--- src/rtl/dct8_pipe.sv ---
// dct8_pipe: 8-point forward DCT, 3-stage valid/ready pipeline
// (butterfly, multiply-accumulate, shift/saturate).
//
// Ports:
//   clk        rising-edge clock
//   rst        asynchronous active-high reset
//   in_data    8 x IN_W signed samples, x[0] in MSBs
//   in_valid   in_data valid
//   in_ready   pipeline can accept this cycle
//   pass_sel   0 = row pass (ROW_SHIFT), 1 = column pass (COL_SHIFT)
//   out_data   8 x OUT_W signed coefficients, Y[0] in MSBs
//   out_valid  out_data valid
//   out_ready  downstream accepts out_data
//   out_row    row index (0..7) of presented vector in its 8x8 block
//   out_last   presented vector is row 7
//
// Build option: DCT8_PIPE_ROUND_EN selects round-half-up before the
// shift; left undefined the shift truncates toward minus infinity.

module dct8_pipe #(
  parameter int IN_W      = 9,
  parameter int OUT_W     = 10,
  parameter int ROW_SHIFT = 5,
  parameter int COL_SHIFT = 7
) (
  input  logic               clk,
  input  logic               rst,
  input  logic [8*IN_W-1:0]  in_data,
  input  logic               in_valid,
  output logic               in_ready,
  input  logic               pass_sel,
  output logic [8*OUT_W-1:0] out_data,
  output logic               out_valid,
  input  logic               out_ready,
  output logic [2:0]         out_row,
  output logic               out_last
);

  localparam int BF_W  = IN_W + 1;
  localparam int ACC_W = IN_W + 10;
  localparam int EXT_W = ACC_W + 1;

  // Left half of the cosine matrix; the right half mirrors it
  // (even rows symmetric, odd rows antisymmetric), which is what
  // lets the butterfly halve the multiplier count.
  localparam logic signed [7:0] C [8][4] = '{
    '{ 8'sd45,  8'sd45,  8'sd45,  8'sd45},
    '{ 8'sd63,  8'sd53,  8'sd36,  8'sd12},
    '{ 8'sd59,  8'sd24, -8'sd24, -8'sd59},
    '{ 8'sd53, -8'sd12, -8'sd63, -8'sd36},
    '{ 8'sd45, -8'sd45, -8'sd45,  8'sd45},
    '{ 8'sd36, -8'sd63,  8'sd12,  8'sd53},
    '{ 8'sd24, -8'sd59,  8'sd59, -8'sd24},
    '{ 8'sd12, -8'sd36,  8'sd53, -8'sd63}
  };

`ifdef DCT8_PIPE_ROUND_EN
  localparam logic signed [EXT_W-1:0] RND_R =
    EXT_W'(1) << (ROW_SHIFT - 1);
  localparam logic signed [EXT_W-1:0] RND_C =
    EXT_W'(1) << (COL_SHIFT - 1);
`else
  localparam logic signed [EXT_W-1:0] RND_R = '0;
  localparam logic signed [EXT_W-1:0] RND_C = '0;
`endif

  localparam logic signed [EXT_W-1:0] O_MAX =
    EXT_W'(2**(OUT_W-1) - 1);
  localparam logic signed [EXT_W-1:0] O_MIN =
    EXT_W'(-(2**(OUT_W-1)));

  typedef struct packed {
    logic                 vld;
    logic                 psel;
    logic [2:0]           row;
    logic [3:0][BF_W-1:0] s;
    logic [3:0][BF_W-1:0] d;
  } bf_t;

  typedef struct packed {
    logic                  vld;
    logic                  psel;
    logic [2:0]            row;
    logic [7:0][ACC_W-1:0] y;
  } mac_t;

  logic                    w_adv;
  logic signed [IN_W-1:0]  w_x [8];
  bf_t                     w_bf;
  bf_t                     r_bf;
  mac_t                    w_mac;
  mac_t                    r_mac;
  logic signed [ACC_W-1:0] w_op;
  logic signed [EXT_W-1:0] w_t;
  logic signed [EXT_W-1:0] w_sh;
  logic [7:0][OUT_W-1:0]   w_y;
  logic [8*OUT_W-1:0]      r_od;
  logic                    r_ov;
  logic [2:0]              r_orow;
  logic [2:0]              r_in_row;

  // One global enable: the whole pipe freezes while the
  // output slot is full and not being taken.
  assign w_adv    = !r_ov || out_ready;
  assign in_ready = w_adv;

  always_comb begin
    for (int n = 0; n < 8; n++) begin
      w_x[n] = in_data[(7-n)*IN_W +: IN_W];
    end
  end

  // Stage 1: butterfly sums/differences
  always_comb begin
    w_bf      = '0;
    w_bf.vld  = in_valid;
    w_bf.psel = pass_sel;
    w_bf.row  = r_in_row;
    for (int n = 0; n < 4; n++) begin
      w_bf.s[n] = BF_W'(w_x[n]) + BF_W'(w_x[7-n]);
      w_bf.d[n] = BF_W'(w_x[n]) - BF_W'(w_x[7-n]);
    end
  end

  // Stage 2: 4-tap MAC per coefficient, full precision
  always_comb begin
    w_mac      = '0;
    w_op       = '0;
    w_mac.vld  = r_bf.vld;
    w_mac.psel = r_bf.psel;
    w_mac.row  = r_bf.row;
    for (int k = 0; k < 8; k++) begin
      for (int n = 0; n < 4; n++) begin
        if (k % 2 == 0) begin
          w_op = ACC_W'($signed(r_bf.s[n]));
        end else begin
          w_op = ACC_W'($signed(r_bf.d[n]));
        end
        w_mac.y[k] = w_mac.y[k]
          + ACC_W'(w_op * ACC_W'(C[k][n]));
      end
    end
  end

  // Stage 3: shift then clamp; one guard bit keeps the
  // rounding add from wrapping at the top of the range.
  always_comb begin
    w_y  = '0;
    w_t  = '0;
    w_sh = '0;
    for (int k = 0; k < 8; k++) begin
      w_t = EXT_W'($signed(r_mac.y[k]));
      if (r_mac.psel) begin
        w_sh = (w_t + RND_C) >>> COL_SHIFT;
      end else begin
        w_sh = (w_t + RND_R) >>> ROW_SHIFT;
      end
      if (w_sh > O_MAX) begin
        w_y[7-k] = O_MAX[OUT_W-1:0];
      end else if (w_sh < O_MIN) begin
        w_y[7-k] = O_MIN[OUT_W-1:0];
      end else begin
        w_y[7-k] = w_sh[OUT_W-1:0];
      end
    end
  end

  always_ff @(posedge clk or posedge rst) begin
    if (rst) begin
      r_bf     <= '0;
      r_mac    <= '0;
      r_ov     <= 1'b0;
      r_od     <= '0;
      r_orow   <= '0;
      r_in_row <= '0;
    end else if (w_adv) begin
      r_bf  <= w_bf;
      r_mac <= w_mac;
      r_ov  <= r_mac.vld;
      if (r_mac.vld) begin
        r_od   <= w_y;
        r_orow <= r_mac.row;
      end
      if (in_valid) begin
        r_in_row <= r_in_row + 3'd1;
      end
    end
  end

  assign out_data  = r_od;
  assign out_valid = r_ov;
  assign out_row   = r_orow;
  assign out_last  = r_ov && (r_orow == 3'd7);

endmodule

--- config.mk ---
export PLATFORM = sky130hd
export DESIGN_NAME = dct8_pipe
export DESIGN_NICKNAME = d
export VERILOG_FILES = /design/src/rtl/dct8_pipe.sv
export SDC_FILE = /design/constraint.sdc
export NUM_CORES = 2
export LEC_CHECK = 0
export CORE_MARGIN = 1.5
export CORE_UTILIZATION = 50
export CTS_CLUSTER_DIAMETER = 150
export DETAILED_ROUTE_END_ITERATION = 8
export GPL_TIMING_DRIVEN = 0
export PLACE_DENSITY = 0.72
export REMOVE_ABC_BUFFERS = 1
export SLEW_MARGIN = 25
export SYNTH_ARGS = -nofsm -noshare
export SYNTH_HDL_FRONTEND = slang
export SYNTH_SLANG_ARGS = --single-unit
--- constraint.sdc ---
create_clock -name clk -period 21.4 [get_ports clk]
set_clock_uncertainty 0.1 [all_clocks]
set_input_delay 2.14 -clock clk [delete_from_list [all_inputs] [get_ports clk]]
set_output_delay 2.14 -clock clk [all_outputs]
set_load 0.02 [all_outputs]
* Word-level counts from Yosys, hierarchy flattened
Index checks and enable logic that the tools add are counted.
** Operators by class
- Reduce and logical (&&, ||, !) cells :: 5
- Equal/unequal tests :: 1
- $add $sub $neg :: 33
- Mux-type cells :: 24
- Multipliers :: 30
- Order comparisons :: 16
** Operators by type and width (count)
- 10-bit by 7-bit multiplier with 17-bit output (second input constant) :: 18
- 19-bit adder :: 9
- 10-bit 2-to-1 mux :: 16
- 14-bit by 10-bit > comparator with 1-bit output (second input constant) :: 8
- 14-bit by 10-bit less-than comparator with 1-bit output (second input constant) :: 8
- 10-bit by 3-bit multiplier with 13-bit output (second input constant) :: 8
- 13-bit 2-to-1 mux :: 8
- 18-bit by 17-bit adder with 19-bit output :: 5
- 17-bit by 17-bit adder with 18-bit output :: 4
- 10-bit by 5-bit multiplier with 15-bit output (second input constant) :: 4
- 9-bit by 9-bit adder with 10-bit output :: 4
- 9-bit by 9-bit subtractor with 10-bit output :: 4
- 18-bit by 15-bit adder with 19-bit output :: 1
- 18-bit by 16-bit adder with 19-bit output :: 1
- 15-bit by 17-bit adder with 18-bit output :: 1
- 16-bit by 17-bit adder with 18-bit output :: 1
- 17-bit by 15-bit adder with 18-bit output :: 1
- 17-bit by 16-bit adder with 18-bit output :: 1
- 2-bit AND reduction :: 2
- 3-bit by 1-bit adder with 3-bit output (second input constant) :: 1
- 3-bit == test (second input constant) :: 1
- 1-bit logical AND :: 1
- 1-bit logical NOT :: 1
- 1-bit logical OR :: 1
** Word-level totals
- Output and inout bits :: 86
- Bits of input ports :: 77
- Logic and storage cells :: 135
- Flip-flop bits (word level) :: 329

* Longest topological paths before layout
- Depth after elaboration :: 4
- Gate-level depth with buffers :: 38
- Gate-level depth less buffers :: 38

* Worst setup path before layout
OpenSTA, ideal clock, no wires.
- Path type :: register to register
- From :: register r_bf[43] in the netlist's numbering
- To :: register r_mac[18] in the netlist's numbering
- Arrival :: 8.200 ns
- Period minus slack after synthesis :: 8.437 ns
- Stages on the path, launching flop included :: 39
- Required time :: 21.163 ns
- Path slack :: 12.963 ns
- Buffers on the path :: 0
- Library setup time :: 0.137 ns
- Cells stage by stage :: dfrtp_1 -> ha_1 -> ha_1 -> inv_1 -> fa_1 -> fa_1 -> inv_1 -> ha_1 -> o21ai_0 -> o21ai_0 -> a21oi_1 -> o21ai_0 -> a21oi_1 -> xnor2_1 -> inv_1 -> fa_1 -> inv_1 -> fa_1 -> (+3 left out) -> ha_1 -> a21o_1 -> a21o_1 -> a21oi_1 -> nor2_1 -> a21oi_1 -> o31ai_1 -> o41ai_1 -> xnor2_1 -> xnor2_1 -> fa_1 -> inv_1 -> ha_1 -> nand3_1 -> nor2_1 -> a2111oi_2 -> xnor2_1 -> a21oi_1
** Between the ends
- Cells in the longest elaborated chain, start to end :: 4
** RTL lines
- from (decl) :: line 90 : bf_t r_bf;
- from (signal assigned) :: line 177 : r_bf <= w_bf;
- 10-bit by 7-bit multiplier with 17-bit output :: line 140 : + ACC_W'(w_op * ACC_W'(C[k][n]));
- 17-bit by 17-bit adder with 18-bit output :: line 140
- 19-bit adder (2 in a row) :: line 140
- to (signal assigned) :: line 178 : r_mac <= w_mac;
- to (decl) :: line 92 : mac_t r_mac;
Every way passes these cells.
A chain may end at the register's enable or synchronous reset.

* Final worst setup path
Ends and elaborated chain as after synthesis.

==> metrics.md <==
| Metric | Value |
|---|---|
| Total gr overflow | `0` |
| RSZ-0062 raised after global routing | `no` |
| FF+latch count, synth | `285` |
| Critical path's slowest cell | `fa_1` |
| GPL Wtd Cong | `0.957` |
| Minimum clock period | `9830 ps` |
| Post-CTS Hold Buffers | `0` |
| First-pass detailed-route iteration total | `7` |
| Status | `finished clean` |
| Actual slew at the worst max-slew pin | `1150 ps` |
| Core Region | `0.105 mm²` |
| Reg clk slew, reported paths | `60 ps` |
| Final setup fails | `0` |
| Final #Nets | `7584` |
| DP HPWL | `117 mm` |
| Fraction of registers with async set/reset | `100%` |
| Drc violations | `0` |
| Arr. time, crit path | `10200 ps` |
| Vias/cell | `5.24` |
| Tcrit/Tclk final | `45.9%` |
| Max Transition Viols Final | `0` |
| Synth cell types | `79` |
| Die Outline Area | `0.108 mm²` |
| Seq/Total Area, Yosys | `13.5%` |
| Endpoint class of the critical path | `flop` |
| # IOs | `163` |
| EDFF count, synth | `0` |
| GRT Util Overall | `26.4%` |
| CTS tree | `yes` |
| Yosys warns | `0` |
| Final WL | `138 mm` |
| Most common cell after layout, fill and taps aside | `inv_1` |
| Fin Hold WS | `364 ps` |
| DRT antenna net count | `0` |
| CP Data Required Time | `21770 ps` |
| CP Class | `flop to flop` |
| Antenna violations before repair | `7` |
| Largest net degree at the start of global routing | `96` |
| FMAX | `102 MHz` |
| Slowest Stage Delay on Critical Path | `570 ps` |
| H-tree depth | `2` |
| Total number of vias | `37900` |
| Max Root-Sink Buffers | `3` |
| P&R area growth vs syn | `9.44%` |
| Most frequent CP cell | `inv_1` |
| Worst skew pair latency | `630 ps` |
| Port Buffers | `162` |
| TritonCTS buffer count | `40` |
| Share of cells above drive strength 1 | `4.00%` |
| Number of global-route vias before repair | `39700` |
| Clk sinks | `285` |
| Post_cts resized | `0` |
| Synth Flop Type | `dfrtp_1` |
| Cells after Synth | `5648` |
| Post-DR wirelength/cell | `19.1 µm` |
| Hold WC Path Type | `flop to flop` |
| Largest delay share family, worst path | `adder cells` |
| Site Rows | `119` |
| DR iter-0 viols | `1935` |
| Max_cap viols | `0` |
| Most frequent cells in the layout | `inv_1 (1376), ha_1 (996), fa_1 (718)` |
| Slew HR | `22.8%` |
| Critical path launch point type | `flop` |
| Syn avg cell area | `9.37 µm²` |
| Final Hold Fails | `0` |
| Initial Util | `50.4%` |
| Mapped Area | `0.0529 mm²` |
| Chip height | `328 µm` |
| First-pass GRT wire length | `218 mm` |
| TNS Setup | `0 ps` |
| Die W | `328 µm` |
| Root Buffer | `clkbuf_16` |
| Critical path fanouts, max | `8` |
| Worst Path Buf+Inv | `7` |
| Post-CTS Setup Bufs | `0` |
-- per-layer routing --
metal / part of all wire (%) / vias to the layer above / track usage, %
met5: 0.0080 / - / 0
met4: 5.3 / 2 / 12.3
met1: 41 / 18600 / 32.7
met2: 49 / 745 / 45.6
met3: 4.9 / 223 / 3.30
li1: - / 18200 / -
-- cells by family after synthesis --
group / Yosys count / synth area share, %
AO/OA/AOI/OAI: 903 / 10.3
XOR/XNOR: 369 / 6.13
adder cells (fa/ha/maj): 1714 / 50.7
buffers and inverters: 1459 / 10.3
flip-flops: 285 / 13.5
multiplexers: 98 / 2.07
AND/OR/NAND/NOR: 820 / 7.01
-- cells in the mapped netlist, drive strengths merged (7+ instances only) --
master	count	area, µm²
o21a	29	218
nor3	59	300
nor2	329	1230
o21ai	197	986
a31oi	11	68.8
inv	1379	5180
and2	11	70.1
mux2	93	1050
o41ai	8	85.1
a2111oi	10	114
o31ai	41	308
o21bai	51	383
a21oi	401	2010
a211oi	11	82.6
nand2	216	811
clkbuf	65	244
xor2	98	858
or2	14	87.6
xnor2	270	2360
buf	13	48.8
a22oi	7	52.6
fa	718	14400
ha	996	12500
nor2b	54	345
nand2b	50	313
dfrtp	285	7130
a21boi	21	158
and3	19	119
a21o	63	473
nand3	35	175
-- tightest hold or removal path: stages, from the launching register on --
cell	delay (ps)
dfrtp_1	340
nand2_1	50
nand2_1	50
-- registers in the layout, indices dropped and copies added (netlist names) --
signal / count
out_data: 80
r_mac: 117
out_valid: 1
out_row: 3
r_bf: 81
r_in_row: 3
-- final cells by class --
type / instances / area, µm²
Antenna cell: 4 / 10.0
Clock buffer: 51 / 1130
Clock inverter: 22 / 279
Fill cell: 9390 / 47200
Inverter: 1381 / 5200
Multi-Input combinational cell: 3904 / 40300
Sequential cell: 285 / 7150
Tap cell: 1391 / 1740
Timing Repair Buffer: 181 / 2080
-- per-stage QoR --
| step | cells | setup WS (ps) | utilization, % | instance area, µm² |
|---|---|---|---|---|
| 2_1_floorplan | 5570 | 5040 | - | 52600 |
| 3_3_place_gp | 7123 | -7220 | 53.3 | 56000 |
| 3_5_place_dp | 7142 | 11610 | 53.8 | 56500 |
| 4_1_cts | 7215 | 11590 | 55.1 | 57900 |
| 5_1_grt | 7216 | 11060 | 55.1 | 57900 |
| 6_report | 7219 | 11570 | 55.1 | 57900 |
-- path summary, 6_finish.rpt --
kind,start,to,slack (ps),cells past startpoint
hold reg to reg,r_mac[154],r_mac[154],360,2
min in group asynchronous,rst,r_bf[83],1820,2
hold / removal,r_mac[154],r_mac[154],360,2
setup reg to reg,r_bf[43],r_mac[18],11570,38
max in group asynchronous,rst,r_bf[79],18090,4
setup / recovery,r_bf[43],r_mac[18],11570,38
Power is not shown: default switching activity piles up to over one toggle a cycle in this logic, so the estimate is an artifact.
